File: config.mk
export PLATFORM = sky130hd
export DESIGN_NAME = fixed_divider_seq_flat
export DESIGN_NICKNAME = d
export VERILOG_FILES = /design/src/rtl/fixed_divider_seq_if.sv /design/src/rtl/fixed_divider_seq.sv /design/src/flat_wrapper.sv
export SDC_FILE = /design/constraint.sdc
export NUM_CORES = 1
export LEC_CHECK = 0
export ABC_AREA = 1
export ABC_CLOCK_PERIOD_IN_PS = 4850
export CORE_UTILIZATION = 55
export DETAILED_ROUTE_END_ITERATION = 8
export GPL_TIMING_DRIVEN = 0
export PLACE_DENSITY = 0.81
export SYNTH_ARGS = -nofsm -noshare
export SYNTH_HDL_FRONTEND = slang
export SYNTH_SLANG_ARGS = --single-unit
File: constraint.sdc
create_clock -name clk -period 4.85 [get_ports clk]
set_clock_uncertainty 0.15 [all_clocks]
set_input_delay 1.2125 -clock clk [delete_from_list [all_inputs] [get_ports clk]]
set_output_delay 1.2125 -clock clk [all_outputs]
set_load 0.02 [all_outputs]
File: src/rtl/fixed_divider_seq_if.sv
// Operand/result handshake bundle for the sequential QM.N divider.
// master drives operands and takes results; slave is the divider.
interface fixed_divider_seq_if #(parameter int W = 24);
   logic         in_valid;
   logic         in_ready;
   logic [W-1:0] in_num;
   logic [W-1:0] in_den;
   logic         in_abs;
   logic         out_valid;
   logic         out_ready;
   logic [W-1:0] out_data;
   logic         out_sat;

   modport master (
      output in_valid, in_num, in_den, in_abs, out_ready,
      input  in_ready, out_valid, out_data, out_sat
   );

   modport slave (
      input  in_valid, in_num, in_den, in_abs, out_ready,
      output in_ready, out_valid, out_data, out_sat
   );
endinterface

File: src/rtl/fixed_divider_seq.sv
// Iterative signed QM.N divider: restoring division on magnitudes, one quotient
// bit per clock, truncation toward zero, saturation on overflow and divide-by-zero.
module fixed_divider_seq #(
   parameter int M = 12,
   parameter int N = 12
) (
   input logic                clk,
   input logic                reset,
   fixed_divider_seq_if.slave bus
);
   localparam int W  = M + N;
   localparam int K  = W + N;
   localparam int CW = $clog2(K + 1);

   typedef enum logic [1:0] {S_IDLE, S_DIV, S_DONE} state_t;

   state_t         r_state, w_state_nxt;
   logic [K-1:0]   r_dvd;
   logic [K-1:0]   r_quo;
   logic [W-1:0]   r_rem;
   logic [W-1:0]   r_den;
   logic [CW-1:0]  r_cnt;
   logic           r_neg;
   logic           r_zero;
   logic [W-1:0]   r_out_data;
   logic           r_out_sat;

   logic           w_accept;
   logic           w_iter_done;
   logic [W-1:0]   w_num_abs;
   logic [W-1:0]   w_den_abs;
   logic [W:0]     w_rem_sh;
   logic           w_ge;
   logic [W-1:0]   w_rem_nxt;
   logic           w_sat;
   logic [W-1:0]   w_mag;
   logic [W-1:0]   w_res;

   assign w_accept    = bus.in_valid && (r_state == S_IDLE);
   assign w_iter_done = (r_cnt == CW'(K));

   // Two's-complement negate as unsigned W bits: the most negative input maps to 2^(W-1).
   assign w_num_abs = bus.in_num[W-1] ? (~bus.in_num + 1'b1) : bus.in_num;
   assign w_den_abs = bus.in_den[W-1] ? (~bus.in_den + 1'b1) : bus.in_den;

   // Remainder stays below |den| <= 2^(W-1), so W bits hold it between steps.
   assign w_rem_sh  = {r_rem, r_dvd[K-1]};
   assign w_ge      = (w_rem_sh >= {1'b0, r_den});
   assign w_rem_nxt = w_ge ? W'(w_rem_sh - {1'b0, r_den}) : w_rem_sh[W-1:0];

   assign w_sat = r_zero || (|r_quo[K-1:W-1]);
   assign w_mag = w_sat ? {1'b0, {(W-1){1'b1}}} : r_quo[W-1:0];
   assign w_res = r_neg ? (~w_mag + 1'b1) : w_mag;

   always_ff @(posedge clk) begin
      if (reset) r_state <= S_IDLE;
      else       r_state <= w_state_nxt;
   end

   always_comb begin
      w_state_nxt = r_state;
      unique case (r_state)
         S_IDLE: if (bus.in_valid)  w_state_nxt = S_DIV;
         S_DIV:  if (w_iter_done)   w_state_nxt = S_DONE;
         S_DONE: if (bus.out_ready) w_state_nxt = S_IDLE;
         default:                   w_state_nxt = S_IDLE;
      endcase
   end

   // K iteration cycles, then one cycle that forms the signed result from the finished quotient.
   always_ff @(posedge clk) begin
      if (reset) begin
         r_dvd      <= '0;
         r_quo      <= '0;
         r_rem      <= '0;
         r_den      <= '0;
         r_cnt      <= '0;
         r_neg      <= 1'b0;
         r_zero     <= 1'b0;
         r_out_data <= '0;
         r_out_sat  <= 1'b0;
      end else if (w_accept) begin
         r_dvd  <= {w_num_abs, {N{1'b0}}};
         r_den  <= w_den_abs;
         r_neg  <= (bus.in_num[W-1] ^ bus.in_den[W-1]) & ~bus.in_abs;
         r_zero <= (bus.in_den == '0);
         r_rem  <= '0;
         r_quo  <= '0;
         r_cnt  <= '0;
      end else if (r_state == S_DIV) begin
         if (!w_iter_done) begin
            r_rem <= w_rem_nxt;
            r_dvd <= {r_dvd[K-2:0], 1'b0};
            r_quo <= {r_quo[K-2:0], w_ge};
            r_cnt <= r_cnt + CW'(1);
         end else begin
            r_out_data <= w_res;
            r_out_sat  <= w_sat;
         end
      end
   end

   assign bus.in_ready  = (r_state == S_IDLE);
   assign bus.out_valid = (r_state == S_DONE);
   assign bus.out_data  = r_out_data;
   assign bus.out_sat   = r_out_sat;
endmodule
File: src/flat_wrapper.sv
// flat-port wrapper written by rule: the top's interface ports become plain ports
module fixed_divider_seq_flat 
#(
   parameter int M = 12,
   parameter int N = 12
)
  (clk, reset, bus_in_valid, bus_in_num, bus_in_den, bus_in_abs, bus_out_ready, bus_in_ready, bus_out_valid, bus_out_data, bus_out_sat);
  fixed_divider_seq_if bus_i ();
  input logic clk;
  input logic reset;
  input wire logic [$bits(bus_i.in_valid)-1:0] bus_in_valid;
  input wire logic [$bits(bus_i.in_num)-1:0] bus_in_num;
  input wire logic [$bits(bus_i.in_den)-1:0] bus_in_den;
  input wire logic [$bits(bus_i.in_abs)-1:0] bus_in_abs;
  input wire logic [$bits(bus_i.out_ready)-1:0] bus_out_ready;
  output wire logic [$bits(bus_i.in_ready)-1:0] bus_in_ready;
  output wire logic [$bits(bus_i.out_valid)-1:0] bus_out_valid;
  output wire logic [$bits(bus_i.out_data)-1:0] bus_out_data;
  output wire logic [$bits(bus_i.out_sat)-1:0] bus_out_sat;
  assign bus_i.in_valid = bus_in_valid;
  assign bus_i.in_num = bus_in_num;
  assign bus_i.in_den = bus_in_den;
  assign bus_i.in_abs = bus_in_abs;
  assign bus_i.out_ready = bus_out_ready;
  assign bus_in_ready = bus_i.in_ready;
  assign bus_out_valid = bus_i.out_valid;
  assign bus_out_data = bus_i.out_data;
  assign bus_out_sat = bus_i.out_sat;
  fixed_divider_seq #(.M(M), .N(N)) u_core (.clk(clk), .reset(reset), .bus(bus_i));
endmodule
# Word-level counts from Yosys, hierarchy flattened

Cells that the tools add are included.

Register bits: 143
Bits in latches: 0
Memory bits (writable): 0
Bits in read-only memories: 0
Logic and storage cells: 54
Memories kept: 0

Add/subtract/negate cells: 5
$mul: 0
Div/mod/pow operators: 0
Order comparisons: 1
Eq/ne operators: 7
Shift-type cells: 0
Multiplexer cells: 12
Bitwise logic cells: 8
Reduce and logical (&&, ||, !) cells: 11

Operators with widths:

| kind                    | count |
|---|---|
| $mux W24                | 5 |
| $mux W36                | 3 |
| $add A24 B1 Y24 const B | 3 |
| $not A24 Y24            | 3 |
| $ge A25 B24 Y1          | 1 |
| $logic_not A24 Y1       | 1 |
| $sub A24 B24 Y24        | 1 |
| $reduce_or A13 Y1       | 1 |
| $add A6 B1 Y6 const B   | 1 |
| $eq A6 B6 Y1 const B    | 1 |
| $mux W2                 | 3 |
| $pmux W2 S3             | 1 |
| $reduce_and A3 Y1       | 2 |
| $ne A2 B1 Y1 const B    | 2 |
| $ne A2 B2 Y1 const B    | 2 |
| $reduce_and A2 Y1       | 2 |
| $not A1 Y1              | 3 |
| $eq A2 B1 Y1 const B    | 1 |
| $eq A2 B2 Y1 const B    | 1 |
| $logic_not A2 Y1        | 1 |
| $reduce_bool A2 Y1      | 1 |
| $reduce_or A2 Y1        | 1 |
| $and A1 B1 Y1           | 1 |
| $logic_and A1 B1 Y1     | 1 |
| 2 further kinds         | 2 |

# Logic depth before layout (Yosys ltp)

Gate-level depths: netlist of the first run.

Depth in word-level cells: 6
Gate-level depth with buffers: 18
Depth with buffers taken out: 17

# Least setup slack after synthesis of the first run

OpenSTA, ideal clock, no wires.

Path kind: in2reg
Start: input port bus_in_num[0]
End: register u_core.r_dvd[30]
Setup time: 132 ps
Data arrival time: 2576 ps
Required time: 4568 ps
Path slack: 1992 ps
Cell stages on the path: 12
Path buffers: 0
Cells stage by stage: inv_1 > ha_1 > inv_1 > nor3_1 > nand3_1 > nor2_1 > nand2_1 > o21ai_0 > xor2_1 > nand2_1 > nand2_1 > a21oi_1

Longest elaborated chain between the ends: 4

Ends and longest elaborated chain:

| element              | RTL line                | RTL |
|---|---|---|
| from (decl)          | flat_wrapper.sv:12      | `input wire logic [$bits(bus_i.in_num)-1:0] bus_in_num;` |
| $not A24 Y24         | fixed_divider_seq.sv:43 | `assign w_num_abs = bus.in_num[W-1] ? (~bus.in_num + 1'b1) : bus.in_num;` |
| $add A24 B1 Y24      | fixed_divider_seq.sv:43 |  |
| $mux W24             | fixed_divider_seq.sv:43 |  |
| $mux W36             | fixed_divider_seq.sv:82 | `end else if (w_accept) begin` |
| to (signal assigned) | fixed_divider_seq.sv:83 | `r_dvd <= {w_num_abs, {N{1'b0}}};` |
| to (signal assigned) | fixed_divider_seq.sv:93 | `r_dvd <= {r_dvd[K-2:0], 1'b0};` |
| to (decl)            | fixed_divider_seq.sv:18 | `logic [K-1:0] r_dvd;` |

No other way between the ends.
A chain may end at the register's enable or synchronous reset.

# Final worst setup path of the first run

Start: input port bus_in_num[0]
End: register u_core.r_dvd[34]

Same word-level chain as after synthesis.

==> results.json, run 1 <==
{
  "status": "complete, no violations",
  "gp_congestion": 0.959,
  "synth_mux_area_frac": 0,
  "start_util": 0.566,
  "synth_edf_count": 0,
  "reg2reg_from": "u_core.r_dvd[35]",
  "critPathSlowestCell": "clkdlybuf4s50_1",
  "grt_max_degree": 17,
  "rsz0062_at_grt": "no",
  "die-area_um2": 16900,
  "fin_util": 0.669,
  "synth_compound_area_frac": 0.175,
  "tns_ns": 0,
  "antenna_found_initial": 0,
  "min_from": "u_core.r_dvd[21]",
  "cts_resized": 0,
  "tightestPinTransition_ns": 0.667,
  "power.total_mw": 3.72,
  "whs_path_depth": 2,
  "routed.top_layer": "met4",
  "slowest_delay_ns": 0.39,
  "crit_buf_inv": 3,
  "ys_seq_area_frac": 0.317,
  "cts_hold_buffers": 0,
  "cp_common_cell": "nand2_1",
  "portBuffers": 78,
  "cts_buffers": 17,
  "die_h_um": 130,
  "drive_gt1_frac": 0.0420,
  "clkTransAtPathRegs_ns": 0.07,
  "wirelength_mm": 26.3,
  "gr-total-overflow": 0,
  "core.rowCount": 46,
  "required_ns": 4.99,
  "nets": 1619,
  "drv_slew": 0,
  "synth_top_family_by_area": "simple AND/OR/NAND/NOR gates",
  "path_cells": "clkdlybuf4s50_1 > inv_1 > ha_1 > inv_1 > nor3_1 > nand3_1 > nor2_1 > nand2_1 > nand2_1 > nand2_1 > xor2_1 > o21ai_0 > a21oi_1",
  "critPathTopFamily": "simple AND/OR/NAND/NOR gates",
  "synthAdderAreaFrac": 0.0424,
  "ys_types": 45,
  "crit_fanout": 4,
  "ys_ff_latch": 143,
  "vias": 9619,
  "max_clock_freq_mhz": 308,
  "synth-main-ff-cell": "dfxtp_1",
  "leakage_nw": 4.91,
  "worstPathArrival_ns": 3.39,
  "route.detailed.drc": 0,
  "drv.max_cap_violation_count": 0,
  "met2RoutedLength_mm": 11.9,
  "area_delta_synth_final_pct": 18.2,
  "crit_type": "in -> reg",
  "dr_wl_met3_mm": 1.97,
  "cts_tree": "built",
  "ant_nets": 0,
  "peakVddDrop_mv": 0.300,
  "hold_viol_final": 0,
  "synth_area_um2": 9020,
  "layout_commonest_cell": "nand2_1",
  "cts.sinks": 143,
  "critPathLaunch": "bus_in_num[0]",
  "grt_pass1_vias": 8762,
  "cp-end-kind": "flop",
  "synth-xor-area-share": 0.0476,
  "vias_per_cell": 5.45,
  "ys_warn_count": 0,
  "syn_area_per_cell_um2": 6.27,
  "ff2ff_setup_slack_ns": 2.08,
  "slew_headroom": 0.550,
  "synthSimpleGateAreaFrac": 0.310,
  "postSynth.asyncResetShare": 0,
  "synthCells": 1439,
  "io_pins": 80,
  "grt_pass1_wl_mm": 41.9,
  "drt_iter0_drc": 835,
  "power_density_nw_per_um2": 349,
  "postCtsSetupBuffers": 0,
  "clk-insertion-delay-late_ns": 0.43,
  "period_minus_slack_ns": 3.25,
  "layout_common_cells": "343 x nand2_1, 191 x inv_1, 183 x nor2_1",
  "setup_viol": 0,
  "r2r_cells": 12,
  "place_hpwl_mm": 20.0,
  "antenna_cells": 0,
  "cp-start-kind": "primary input",
  "synth_nets": 1522,
  "critical_path_depth": 13,
  "h-tree-depth": 4,
  "grt_usage": 0.319,
  "whs_endpoint": "u_core.r_dvd[21]",
  "cts_root_buf": "clkbuf_16",
  "core_area_um2": 15900,
  "hp-class": "reg -> reg",
  "finalCritPeriodShare": 0.670,
  "drtPass1Iterations": 6,
  "wl_per_cell_um": 14.9,
  "wl_met1_mm": 11.6,
  "die_x_um": 130,
  "cts_buffer_depth": 2,
  "r2r-end": "u_core.r_rem[22]"
}
flip-flops by register name (all words and copies together), names as in the netlist:
signal,count
u_core.bus.out_data,24
u_core.bus.out_sat,1
u_core.r_cnt,6
u_core.r_den,24
u_core.r_dvd,24
u_core.r_neg,1
u_core.r_quo,36
u_core.r_rem,24
u_core.r_state,2
u_core.r_zero,1
worst max-delay path by stage:
stage	to	slack (ns)
6_report	u_core.r_dvd[34]	1.60
5_1_grt	u_core.r_dvd[34]	1.42
4_1_cts	u_core.r_dvd[30]	1.62
3_5_place_dp	u_core.r_dvd[30]	1.18
3_3_place_gp	u_core.r_dvd[30]	1.20
2_1_floorplan	u_core.r_dvd[30]	1.99
Yosys cell counts, drive strengths merged (9+ instances only):
library cell  instances  area [um2]
nand4                16         100
dfxtp               143        2860
clkbuf               37         139
o21a                  9        67.6
o21ai               130         651
a21oi               126         631
nand2               347        1320
inv                 193         727
nor3                 13        65.1
nand3                88         450
xor2                 34         298
buf                  20        98.9
xnor2                15         131
nor2                193         774
ha                   29         363
stage by stage:
step	setup slack (ns)	instances	hold WS (ns)	cell area (um2)
after floorplan	1.99	1439	0.279	9020
after global placement	1.20	1733	0.302	10100
after detailed placement	1.18	1733	0.307	10100
after CTS	1.62	1765	0.316	10700
after global routing	1.42	1765	0.328	10700
final	1.60	1765	0.317	10700
worst register-to-register path, stage by stage, from the launching register on:
cell and delay, ns:
dfxtp_1 0.31, inv_1 0.06, ha_1 0.21, fa_1 0.43
o21ai_0 0.58, nand2_1 0.10, nand2_1 0.20, nand3_1 0.18
nand3_1 0.12, nand2_1 0.05, nand3_1 0.07, nand3_1 0.07
a21oi_1 0.15
area by class of cell:
class	instances	area [um2]
sequential	143	2860
timing repair buffer	78	781
inverter	194	731
clock inverter	15	161
tap	216	270
fill	1451	5280
buffer	57	238
clock buffer	17	425
multi-input combinational	1045	5190
kinds of logic after synthesis:
kind of cell | Yosys count
xor gates and xnor gates | 49
AOI/OAI and AO/OA | 296
and+or+nand+nor | 670
buffers and inverters | 251
adders and majority gates | 30
DFF | 143
report_power, final:
part / internal [mW] / switching [mW] / total [mW]
logic: 0.367 / 0.750 / 1.12
registers: 1.24 / 0.0424 / 1.28
clock network: 0.764 / 0.552 / 1.32
metal layers:
metal | up-vias | track usage
li1 | 4814 | -
met1 | 4385 | 0.415
met2 | 359 | 0.522
met3 | 61 | 0.0582
met4 | 0 | 0.125
met5 | - | 0
Note: power is estimated with default switching activity, not from simulation.
==> inputs of run 2 (changes only) <==
--- a/config.mk
+++ b/config.mk
@@ -6,7 +6,7 @@
 export NUM_CORES = 1
 export LEC_CHECK = 0
 export ABC_AREA = 1
-export ABC_CLOCK_PERIOD_IN_PS = 4850
+export ABC_CLOCK_PERIOD_IN_PS = 3100
 export CORE_UTILIZATION = 55
 export DETAILED_ROUTE_END_ITERATION = 8
 export GPL_TIMING_DRIVEN = 0
==> constraint.sdc (replaced) <==
create_clock -name clk -period 3.1 [get_ports clk]
set_clock_uncertainty 0.15 [all_clocks]
set_input_delay 0.775 -clock clk [delete_from_list [all_inputs] [get_ports clk]]
set_output_delay 0.775 -clock clk [all_outputs]
set_load 0.02 [all_outputs]
==> results of run 2 <==
The final DEF is identical to that of run 1. Status: complete, no violations.
Main changes from that run: setup slack after placement 1.18 ns -> -0.133 ns; setup slack after layout 1.60 ns -> 0.288 ns; register-to-register setup slack 2.08 ns -> 0.33 ns; total power 3.72 mW -> 5.81 mW; worst IR drop on VDD 0.300 mV -> 0.469 mV
